## src/rtl/load_store_unit.sv

```systemverilog
// load_store_unit: single-outstanding load/store sequencer between execute stage and data memory.
//   Parameter MEM_DEPTH : data-memory depth in 32-bit words (power of two).
//   Optional macro DATA_BOUNDS_CHECK_EN : reject reqAddress >= MEM_DEPTH with respError
//     instead of wrapping the address modulo MEM_DEPTH.
//   clock, reset        : single clock, synchronous active-high reset
//   reqValid/reqReady   : request handshake; reqWrite, reqAddress, reqWriteData latched on acceptance
//   respValid/respReady : response handshake; respData (load result, 0 for stores), respError
//   memPosition, memWriteData, memWrite, memRead : data memory drive
//   memReadData         : data memory read data, valid the cycle after the memRead edge
//   busy                : unit is not idle
module load_store_unit #(
    parameter int MEM_DEPTH = 32
) (
    input  logic        clock,
    input  logic        reset,
    input  logic        reqValid,
    output logic        reqReady,
    input  logic        reqWrite,
    input  logic [31:0] reqAddress,
    input  logic [31:0] reqWriteData,
    output logic        respValid,
    input  logic        respReady,
    output logic [31:0] respData,
    output logic        respError,
    output logic [31:0] memPosition,
    output logic [31:0] memWriteData,
    output logic        memWrite,
    output logic        memRead,
    input  logic [31:0] memReadData,
    output logic        busy
);
    typedef enum logic [1:0] {IDLE, ACCESS, WAIT, RESP} state_t;

    state_t      state_q, state_d;
    logic        write_q, write_d;
    logic [31:0] addr_q, addr_d;
    logic [31:0] wdata_q, wdata_d;
    logic [31:0] rdata_q, rdata_d;
    logic        err_q, err_d;
    logic        accept, oob;

    assign accept = reqValid & reqReady;

`ifdef DATA_BOUNDS_CHECK_EN
    assign oob = reqAddress >= 32'(MEM_DEPTH);
`else
    assign oob = 1'b0;
`endif

    always_ff @(posedge clock) begin
        if (reset) begin
            state_q <= IDLE;
            write_q <= 1'b0;
            addr_q  <= '0;
            wdata_q <= '0;
            rdata_q <= '0;
            err_q   <= 1'b0;
        end else begin
            state_q <= state_d;
            write_q <= write_d;
            addr_q  <= addr_d;
            wdata_q <= wdata_d;
            rdata_q <= rdata_d;
            err_q   <= err_d;
        end
    end

    always_comb begin
        state_d = state_q;
        write_d = write_q;
        addr_d  = addr_q;
        wdata_d = wdata_q;
        rdata_d = rdata_q;
        err_d   = err_q;
        case (state_q)
            IDLE: if (accept) begin
                write_d = reqWrite;
                addr_d  = reqAddress;
                wdata_d = reqWriteData;
                rdata_d = '0;  // stores and rejected accesses report zero data
                err_d   = oob;
                state_d = oob ? RESP : ACCESS;
            end
            ACCESS: state_d = write_q ? RESP : WAIT;
            WAIT: begin
                rdata_d = memReadData;
                state_d = RESP;
            end
            RESP: state_d = respReady ? IDLE : RESP;
            default: state_d = IDLE;
        endcase
    end

    // Handshake and strobe outputs are gated by reset so an in-flight access is dropped immediately.
    always_comb begin
        reqReady     = !reset && state_q == IDLE;
        memWrite     = !reset && state_q == ACCESS && write_q;
        memRead      = !reset && state_q == ACCESS && !write_q;
        respValid    = !reset && state_q == RESP;
        busy         = !reset && state_q != IDLE;
        respData     = rdata_q;
        respError    = err_q;
        memPosition  = addr_q & 32'(MEM_DEPTH - 1);
        memWriteData = wdata_q;
    end
endmodule

```

## config.mk

```make
export PLATFORM = sky130hd
export DESIGN_NAME = load_store_unit
export DESIGN_NICKNAME = d
export VERILOG_FILES = /design/src/rtl/load_store_unit.sv
export SDC_FILE = /design/constraint.sdc
export NUM_CORES = 1
export LEC_CHECK = 0
export ABC_CLOCK_PERIOD_IN_PS = 1400
export CAP_MARGIN = 20
export CORE_UTILIZATION = 38
export DETAILED_ROUTE_END_ITERATION = 10
export PLACE_DENSITY = 0.82
export SLEW_MARGIN = 0
export SYNTH_ARGS = -nofsm -noshare
export SYNTH_HDL_FRONTEND = slang
export SYNTH_SLANG_ARGS = --single-unit
```

## constraint.sdc

```tcl
create_clock -name clock -period 1.4 [get_ports clock]
set_input_delay 0.28 -clock clock [delete_from_list [all_inputs] [get_ports clock]]
set_output_delay 0.28 -clock clock [all_outputs]
set_load 0.02 [all_outputs]
```

==> results of run 1 <==
==> cells by family (layout without fill, tap and decap cells) <==
| kind of cell | count (synthesis) | in the layout | synth area share (%) |
|---|---|---|---|
| AOI/OAI and AO/OA | 34 | 34 | 8.59 |
| buffers and inverters | 60 | 189 | 11.2 |
| DFF | 72 | 72 | 41.6 |
| muxes | 39 | 39 | 11.3 |
| other | 1 | 28 | 0.108 |
| and+or+nand+nor | 149 | 149 | 27.2 |
==> sequential cells by signal (all words and copies together), names as in the netlist <==
| name | count |
|---|---|
| addr_q | 5 |
| memWriteData | 32 |
| respData | 32 |
| write_q | 1 |
| state_q | 2 |
==> timing repair <==
action | CTS | global route
endpoints found under the setup margin | 89 | 35
cloned | 2 | 2
buffers inserted | 1 | 4
gates resized for setup | 106 | 8
pin swaps | 2 | 3
==> report_power, final <==
group | total (mW) | internal, mW | switching (mW)
clock | 1.66 | 0.918 | 0.739
sequential | 2.27 | 2.19 | 0.0813
combinational | 1.37 | 0.701 | 0.666
==> worst reg2reg max path: cells and delay by family, from the launching register on <==
| family | cells | cell delay [ps] |
|---|---|---|
| simple gates | 1 | 210 |
| buf+inv | 3 | 470 |
| mux | 1 | 210 |
| flops | 1 | 380 |
==> final cells by class <==
| cell class | instances | share of cell area, % |
|---|---|---|
| inverters | 1 | 0.0715 |
| flip-flops and latches | 72 | 27.7 |
| clock inverters | 3 | 0.763 |
| multi-input cells | 250 | 33.8 |
| repair buffers | 172 | 32.1 |
| well taps | 108 | 2.57 |
| clock buffers | 13 | 3.03 |
==> Yosys cell counts <==
cell | number | area (um^2)
a211oi_1 | 1 | 7.51
and3_1 | 1 | 6.26
buf_12 | 2 | 40.0
buf_2 | 6 | 30.0
buf_4 | 29 | 218
buf_6 | 2 | 22.5
clkbuf_1 | 20 | 75.1
conb_1 | 1 | 3.75
dfxtp_1 | 72 | 1440
inv_2 | 1 | 3.75
mux2i_1 | 39 | 390
nand2b_1 | 140 | 876
nor2_1 | 2 | 7.51
nor3_1 | 2 | 10.0
nor3b_1 | 1 | 7.51
nor3b_4 | 1 | 18.8
nor4b_1 | 1 | 8.76
nor4bb_1 | 1 | 10.0
o21ba_2 | 1 | 10.0
o32ai_1 | 32 | 280
==> cell usage in the layout (no fill, tap or decap) <==
cell type,count
nand2b_1,140
clkdlybuf4s50_1,72
dfxtp_1,69
dlygate4sd2_1,69
mux2i_1,38
o32ai_1,32
conb_1,28
buf_4,20
clkbuf_8,11
buf_12,3
buf_6,3
dfxtp_4,3
clkbuf_1,2
clkinv_2,2
clkbuf_16,2
nor3_2,1
nor4bb_4,1
nor4b_2,1
inv_2,1
nor3b_2,1
nor2_2,1
nor2_1,1
nor3b_4,1
o21ba_2,1
and3_1,1
a211oi_1,1
mux2i_2,1
nor3_1,1
bufinv_16,1
bufbuf_16,1
buf_16,1
buf_2,1
==> worst max path at each step <==
| stage | startpoint | endpoint | slack, ps | cells after the start |
|---|---|---|---|---|
| finish | state_q[1] | memRead | -50 | 2 |
| global route | state_q[1] | memWrite | -100 | 2 |
| CTS | state_q[0] | memWrite | -90 | 2 |
| detailed placement | reset | memWrite | -290 | 3 |
| global placement | reset | memWrite | -270 | 3 |
| floorplan | reset | memWrite | -50 | 3 |
==> metal layers <==
metal | track usage (%) | vias up | routed length [um] | part of all wire, %
met3 | 5.25 | 12 | 522 | 6.0
li1 | - | 1442 | - | -
met2 | 31.2 | 106 | 4250 | 49
met5 | 0 | - | 0 | 0
met4 | 5.66 | 0 | 162 | 1.9
met1 | 20.6 | 1351 | 3770 | 43
==> flow_metrics.env, run 1 <==
export IMPL_status="complete, but fails checks"
export IMPL_violations="setup timing"
export IMPL_hp_class="primary input to flip-flop"
export IMPL_first_global_vias=2938
export IMPL_finalMaxSlewViolations=0
export IMPL_fill_cells=790
export IMPL_final_cell_area_um2=5250
export IMPL_power_mw=5.30
export IMPL_final_nets=607
export IMPL_synthCells=355
export IMPL_io_buffers=147
export IMPL_dp_slack_ps=-293
export IMPL_setup_slack_ps=-52.8
export IMPL_critPathMaxFanout=7
export IMPL_maxCapViolCount=0
export IMPL_utilization_pct=59.9
export IMPL_cts_root_buf="clkbuf_8"
export IMPL_ir_drop_v=0.000715
export IMPL_holdPathStages=2
export IMPL_rsz0062_at_grt="yes"
export IMPL_tns_ps=-117
export IMPL_end_kind="output port"
export IMPL_reg2reg_slack_ps=60
export IMPL_multiInputGateArea_um2=1780
export IMPL_regArea_um2=1450
export IMPL_period_needed_ps=1450
export IMPL_fin_hold_ws_ps=291
export IMPL_synthesis_area_um2=3470
export IMPL_hold_viol_final=0
export IMPL_rows=34
export IMPL_path_class="flip-flop to output port"
export IMPL_cp_required_ps=1120
export IMPL_r2r_cells=5
export IMPL_fmax_mhz=688
export IMPL_slew_headroom_pct=65.9
export IMPL_hpwl_mm=5.86
export IMPL_gp_congestion=0.685
export IMPL_dpl_instance_area_um2=4950
export IMPL_avgSynthCellArea_um2=9.77
export IMPL_slowest_stage="dfxtp_4"
export IMPL_crit_chain="nor4b_2 > buf_4"
export IMPL_grt_usage_pct=17.8
export IMPL_via_per_inst=4.70
export IMPL_crit_reg2reg_capture="memWriteData[30]"
export IMPL_firstDrtPassIters=4
export IMPL_drt_iter0_markers=53
export IMPL_ant_nets=0
export IMPL_ys_ff_latch=72
export IMPL_hold_end="state_q[1]"
export IMPL_dp_cells=594
export IMPL_cts_buffer_depth=2
export IMPL_area_growth_pct=51.4
export IMPL_setup_violations_final=4
export IMPL_ys_types=20
export IMPL_ios=203
export IMPL_cts_hold_buf=0
export IMPL_cp_start_kind="flip-flop"
export IMPL_grt_start_max_net_pins=78
export IMPL_via_count=2911
export IMPL_cts_sinks=72
export IMPL_grt_ovfl_total=0
export IMPL_cts_clk_slew_worst_paths_ps=70
export IMPL_dieArea_um2=9510
export IMPL_yosysSeqAreaShare_pct=41.6
export IMPL_antenna_found_initial=0
export IMPL_drc=0
export IMPL_layoutNonFillerInstCount=619
export IMPL_clock_skew_ps=9.14
export IMPL_core_um2=8760
export IMPL_h_tree_depth=3
export IMPL_drt_total_wl_mm=8.70
export IMPL_worst_pin_slew_ps=512
export IMPL_cp_slowest_stage_delay_ps=380
export IMPL_r2r_start="state_q[1]"
export IMPL_wl_per_cell_um=14.1
export IMPL_clock_latency_ps=330
export IMPL_cts_tree="yes"
export IMPL_grt_first_pass_wirelength_mm=13.8
export IMPL_cp_top_family="flip-flops"
export IMPL_worstPathArrival_ps=1170
export IMPL_power_density_nw_per_um2=1010
export IMPL_initial_core_util_pct=39.6
export IMPL_die_w_um=97.5
export IMPL_leakagePower_nw=2.29
export IMPL_hp_start="reset"
export IMPL_num_antenna_cells=0
export IMPL_yosysWarnings=0
export IMPL_layout_drive_gt1_share_pct=11.2
export IMPL_die_y_um=97.5
export IMPL_period_share_pct=104
export IMPL_critPathBufInv=1
export IMPL_cts_made_buffers=9
Note: power is estimated with default switching activity, not from simulation.
==> run 2: changes to the inputs <==
--- a/config.mk
+++ b/config.mk
@@ -9,2 +9,3 @@
 export CAP_MARGIN = 20
+export CORE_MARGIN = 2
 export CORE_UTILIZATION = 38
--- a/constraint.sdc
+++ b/constraint.sdc
@@ -3,2 +3,2 @@
 set_output_delay 0.28 -clock clock [all_outputs]
-set_load 0.02 [all_outputs]
+set_load 0.1 [all_outputs]
==> run 2 against run 1 <==
  * The flow still finishes with violations (setup timing)
  * Final area is 15% higher
  * Routed wire length rose by 3.7%
  * Sequential share of layout area shrank 3.6 points
  * Core utilization is 8.5 points higher
  * Clock skew shrank 3.7 ps
  * Non-clock buffer count fell by 3
  * Setup slack worse by 150 ps
  * Fmax is 9.2% lower
  * Sequential cell count did not move
  * Combinational power increased by 110%
  * Highest routed layer unchanged
==> flow_metrics.env, run 2 (synthesis gave the netlist of run 1 again) <==
export IMPL_violations="setup timing"
export IMPL_fill_cells=651
export IMPL_cts_sinks=72
export IMPL_power_mw=6.58
export IMPL_worstPathArrival_ps=1320
export IMPL_dpl_instance_area_um2=5710
export IMPL_firstDrtPassIters=4
export IMPL_fmax_mhz=625
export IMPL_cts_root_buf="clkbuf_8"
export IMPL_grt_usage_pct=18.0
export IMPL_final_nets=604
export IMPL_critPathMaxFanout=4
export IMPL_io_buffers=147
export IMPL_hpwl_mm=6.37
export IMPL_cp_start_kind="flip-flop"
export IMPL_dieArea_um2=9900
export IMPL_leakagePower_nw=2.30
export IMPL_drt_total_wl_mm=9.03
export IMPL_die_y_um=99.5
export IMPL_initial_core_util_pct=39.4
export IMPL_layout_drive_gt1_share_pct=23.9
export IMPL_cts_tree="yes"
export IMPL_slowest_stage="dfxtp_2"
export IMPL_cts_hold_buf=0
export IMPL_drc=0
export IMPL_regArea_um2=1450
export IMPL_status="complete, but fails checks"
export IMPL_utilization_pct=68.4
export IMPL_ant_nets=0
export IMPL_grt_ovfl_total=0
export IMPL_cp_top_family="buffers and inverters"
export IMPL_h_tree_depth=3
export IMPL_die_w_um=99.5
export IMPL_clock_skew_ps=5.40
export IMPL_path_class="flip-flop to output port"
export IMPL_period_share_pct=114
export IMPL_via_count=2873
export IMPL_hp_class="primary input to flip-flop"
export IMPL_grt_start_max_net_pins=54
export IMPL_wl_per_cell_um=14.7
export IMPL_final_cell_area_um2=6020
export IMPL_first_global_vias=3019
export IMPL_end_kind="output port"
export IMPL_antenna_found_initial=0
export IMPL_area_growth_pct=73.7
export IMPL_core_um2=8810
export IMPL_r2r_start="state_q[1]"
export IMPL_cts_made_buffers=9
export IMPL_drt_iter0_markers=57
export IMPL_cts_clk_slew_worst_paths_ps=70
export IMPL_maxCapViolCount=0
export IMPL_crit_start="state_q[1]"
export IMPL_crit_chain="buf_6 > nor4bb_4 > buf_12"
export IMPL_finalMaxSlewViolations=0
export IMPL_power_density_nw_per_um2=1090
export IMPL_ir_drop_v=0.000532
export IMPL_multiInputGateArea_um2=1810
export IMPL_rows=34
export IMPL_hp_start="reset"
export IMPL_cp_slowest_stage_delay_ps=320
export IMPL_num_antenna_cells=0
export IMPL_cts_buffer_depth=2
export IMPL_gp_congestion=0.709
export IMPL_layout_commonest_cell="nand2b_1"
export IMPL_via_per_inst=4.68
export IMPL_grt_first_pass_wirelength_mm=14.5
export IMPL_rsz0062_at_grt="yes"
export IMPL_cp_required_ps=1120
export IMPL_hold_viol_final=0
export IMPL_mostFrequentLayoutCells="140 x nand2b_1, 78 x buf_12, 72 x clkdlybuf4s50_1, 69 x dfxtp_1, 38 x mux2i_1"
export IMPL_setup_slack_ps=-200
export IMPL_critPathBufInv=2
export IMPL_tns_ps=-3560
export IMPL_setup_violations_final=42
export IMPL_ios=203
export IMPL_period_needed_ps=1600
export IMPL_clock_latency_ps=330
[run 2: changes by cell type in the layout (fill, tap and decap cells not counted), sizes merged]
cell / delta
clkinv: -1
dlygate4sd2: -69
buf: +67
bufinv: -1
bufbuf: -1
[run 2: timing repair]
item,4_1_cts,5_1_grt
pin swaps,4,3
resized for setup,7,5
cloned,0,3
setup endpoints to repair,5,36
hold endpoints to repair,0,0
setup buffers,3,2
[run 2: area by class of cell]
type / instances / share of cell area [%]
Clock buffer: 13 / 2.47
Clock inverter: 1 / 0.0831
Inverter: 1 / 0.0623
Multi-Input combinational cell: 250 / 30.0
Sequential cell: 72 / 24.0
Tap cell: 108 / 2.24
Timing Repair Buffer: 169 / 41.0
[run 2: path summary, 6_finish.rpt]
path / endpoint / slack [ps] / cells past startpoint
max: memWrite / -200 / 3
min: respData[14] / 390 / 3
max reg2reg: memWriteData[23] / -120 / 7
min reg2reg: memWriteData[27] / 510 / 2
[run 2: worst register-to-register path: cells and delay by family (launching register included)]
family / cells / cell delay (ps)
mux: 1 / 190
simple gates: 1 / 240
flops: 1 / 320
buf+inv: 5 / 680
[run 2: power breakdown]
| part | switching, mW | leakage, nW | internal (mW) |
|---|---|---|---|
| clock network | 0.697 | 0.0794 | 0.672 |
| logic | 1.80 | 1.63 | 1.07 |
| registers | 0.153 | 0.590 | 2.19 |
| total | 2.65 | 2.30 | 3.93 |
[run 2: through the flow]
step	hold slack, ps	cells	setup slack (ps)
after floorplan	435	382	-575
after global placement	496	592	-158
after detailed placement	503	592	-226
after CTS	368	609	-207
after global routing	422	614	-256
final	393	614	-200
[run 2: metal layers]
layer  wire length, um  GRT usage (%)  vias up  share of wire, %
met3               651           6.32        9               7.2
met4                70           3.79        0              0.78
met2              4720           31.6      100                52
li1                  -              -     1427                 -
met1              3580           21.2     1337                40
met5                 0              0        -                 0
==> run 3: changes to the inputs <==
RECOVER_POWER = 100   (was unset)
==> run 3 against run 2 <==
  * The flow still finishes with violations (setup timing)
  * Core utilization shrank 2.1 points
  * Setup slack gained 3.2 ps
  * First-iteration DRC count grew 7.0%
  * Die area is the same
  * Sequential share of layout area grew 0.77 points
  * Cell count is the same
  * Clock power is essentially flat
  * Combinational power shrank 3%
  * Largest cell class unchanged
==> flow_metrics.env, run 3 (synthesis gave the netlist of run 1 again) <==
export IMPL_p_int_mw=3.85
export IMPL_switching_share_pct=40.5
export IMPL_setup_violations_final=41
export IMPL_worstPathArrival_ps=1320
export IMPL_wl_per_cell_um=14.7
export IMPL_cts_tree="yes"
export IMPL_first_global_vias=3019
export IMPL_setup_slack_ps=-197
export IMPL_fmax_mhz=626
export IMPL_grt_start_max_net_pins=54
export IMPL_period_share_pct=114
export IMPL_fill_cells=669
export IMPL_hold_viol_final=0
export IMPL_cts_buffer_depth=2
export IMPL_via_count=2871
export IMPL_ios=203
export IMPL_clock_latency_ps=330
export IMPL_power_mw=6.47
export IMPL_ant_nets=0
export IMPL_die_y_um=99.5
export IMPL_p_sw_mw=2.62
export IMPL_tns_ps=-3480
export IMPL_grt_usage_pct=18.0
export IMPL_ir_drop_v=0.000532
export IMPL_grt_ovfl_total=0
export IMPL_drc=0
export IMPL_gp_congestion=0.709
export IMPL_cts_made_buffers=9
export IMPL_status="complete, but fails checks"
export IMPL_dieArea_um2=9900
export IMPL_finalMaxSlewViolations=0
export IMPL_drt_total_wl_mm=9.02
export IMPL_drt_iter0_markers=61
export IMPL_power_frac_seq_pct=35.9
export IMPL_cts_clk_slew_worst_paths_ps=70
export IMPL_hp_class="primary input to flip-flop"
export IMPL_clock_skew_ps=5.33
export IMPL_firstDrtPassIters=4
export IMPL_initial_core_util_pct=39.4
export IMPL_dp_cells=592
export IMPL_reg2reg_slack_ps=-120
export IMPL_utilization_pct=66.2
export IMPL_period_needed_ps=1600
export IMPL_area_growth_pct=68.2
export IMPL_end_kind="output port"
export IMPL_layout_commonest_cell="nand2b_1"
export IMPL_cp_required_ps=1120
export IMPL_leakagePower_nw=2.25
export IMPL_mostFrequentLayoutCells="140 x nand2b_1, 72 x clkdlybuf4s50_1, 69 x dfxtp_1, 63 x buf_12, 38 x mux2i_1"
export IMPL_critPathMaxFanout=4
export IMPL_h_tree_depth=3
export IMPL_cts_root_buf="clkbuf_8"
export IMPL_antenna_found_initial=0
export IMPL_dp_slack_ps=-226
export IMPL_final_nets=604
export IMPL_io_buffers=147
export IMPL_cp_start_kind="flip-flop"
export IMPL_cts_sinks=72
export IMPL_power_density_nw_per_um2=1110
export IMPL_clock_power_share_pct=21.1
export IMPL_num_antenna_cells=0
export IMPL_core_um2=8810
export IMPL_violations="setup timing"
export IMPL_layoutNonFillerInstCount=614
export IMPL_rsz0062_at_grt="yes"
export IMPL_layout_drive_gt1_share_pct=23.9
export IMPL_die_w_um=99.5
export IMPL_dpl_instance_area_um2=5710
export IMPL_via_per_inst=4.68
export IMPL_hpwl_mm=6.37
export IMPL_p_comb_share_pct=43.0
export IMPL_fin_hold_ws_ps=396
export IMPL_final_cell_area_um2=5830
export IMPL_grt_first_pass_wirelength_mm=14.5
export IMPL_rows=34
export IMPL_maxCapViolCount=0
export IMPL_path_class="flip-flop to output port"
[run 3: changes by cell type in the layout (fill, tap and decap cells not counted), sizes merged]
cell,before,now
buf,95,80
clkbuf,15,30
[run 3: final timing paths]
| path | from | endpoint | cells past startpoint |
|---|---|---|---|
| setup / recovery | state_q[1] | memWrite | 3 |
| hold / removal | reset | respData[14] | 3 |
| setup reg to reg | state_q[1] | memWriteData[23] | 7 |
| hold reg to reg | memWriteData[27] | memWriteData[27] | 2 |
[run 3: final cells by class]
| cell class | count | area, um^2 | share of cell area [%] |
|---|---|---|---|
| Multi-Input combinational cell | 250 | 1810 | 31.0 |
| Tap cell | 108 | 135 | 2.32 |
| Clock buffer | 13 | 149 | 2.55 |
| Sequential cell | 72 | 1450 | 24.8 |
| Inverter | 1 | 3.75 | 0.0644 |
| Clock inverter | 1 | 5.00 | 0.0858 |
| Timing Repair Buffer | 169 | 2280 | 39.1 |
[run 3: per-layer routing]
layer	GRT usage (%)	part of all wire, %	vias up
met3	6.32	7.4	7
met1	21.2	40	1327
met4	3.79	0.71	0
met2	31.6	52	106
li1	-	-	1431
met5	0	0	-
[run 3: worst max-delay path, cell delays in order (launching register included)]
cell	delay (ps)
dfxtp_2	320
buf_6	120
nor4bb_4	320
buf_12	220
[run 3: power groups by stage]
| stage | clock [mW] | combinational, mW | sequential [mW] |
|---|---|---|---|
| after global routing | 1.52 | 2.88 | 2.34 |
| after floorplan | 0 | 0.998 | 3.25 |
| final | 1.36 | 2.78 | 2.33 |
| after global placement | 0 | 2.73 | 2.38 |
| after CTS | 1.43 | 2.79 | 2.35 |
| after detailed placement | 0 | 2.76 | 2.39 |
[run 3: timing repair]
action,CTS,global route
hold endpoints to repair,0,0
buffers inserted,3,2
gates cloned,0,3
resized for setup,7,5
pin swaps,4,3
hold buffers,0,0
setup endpoints to repair,5,36
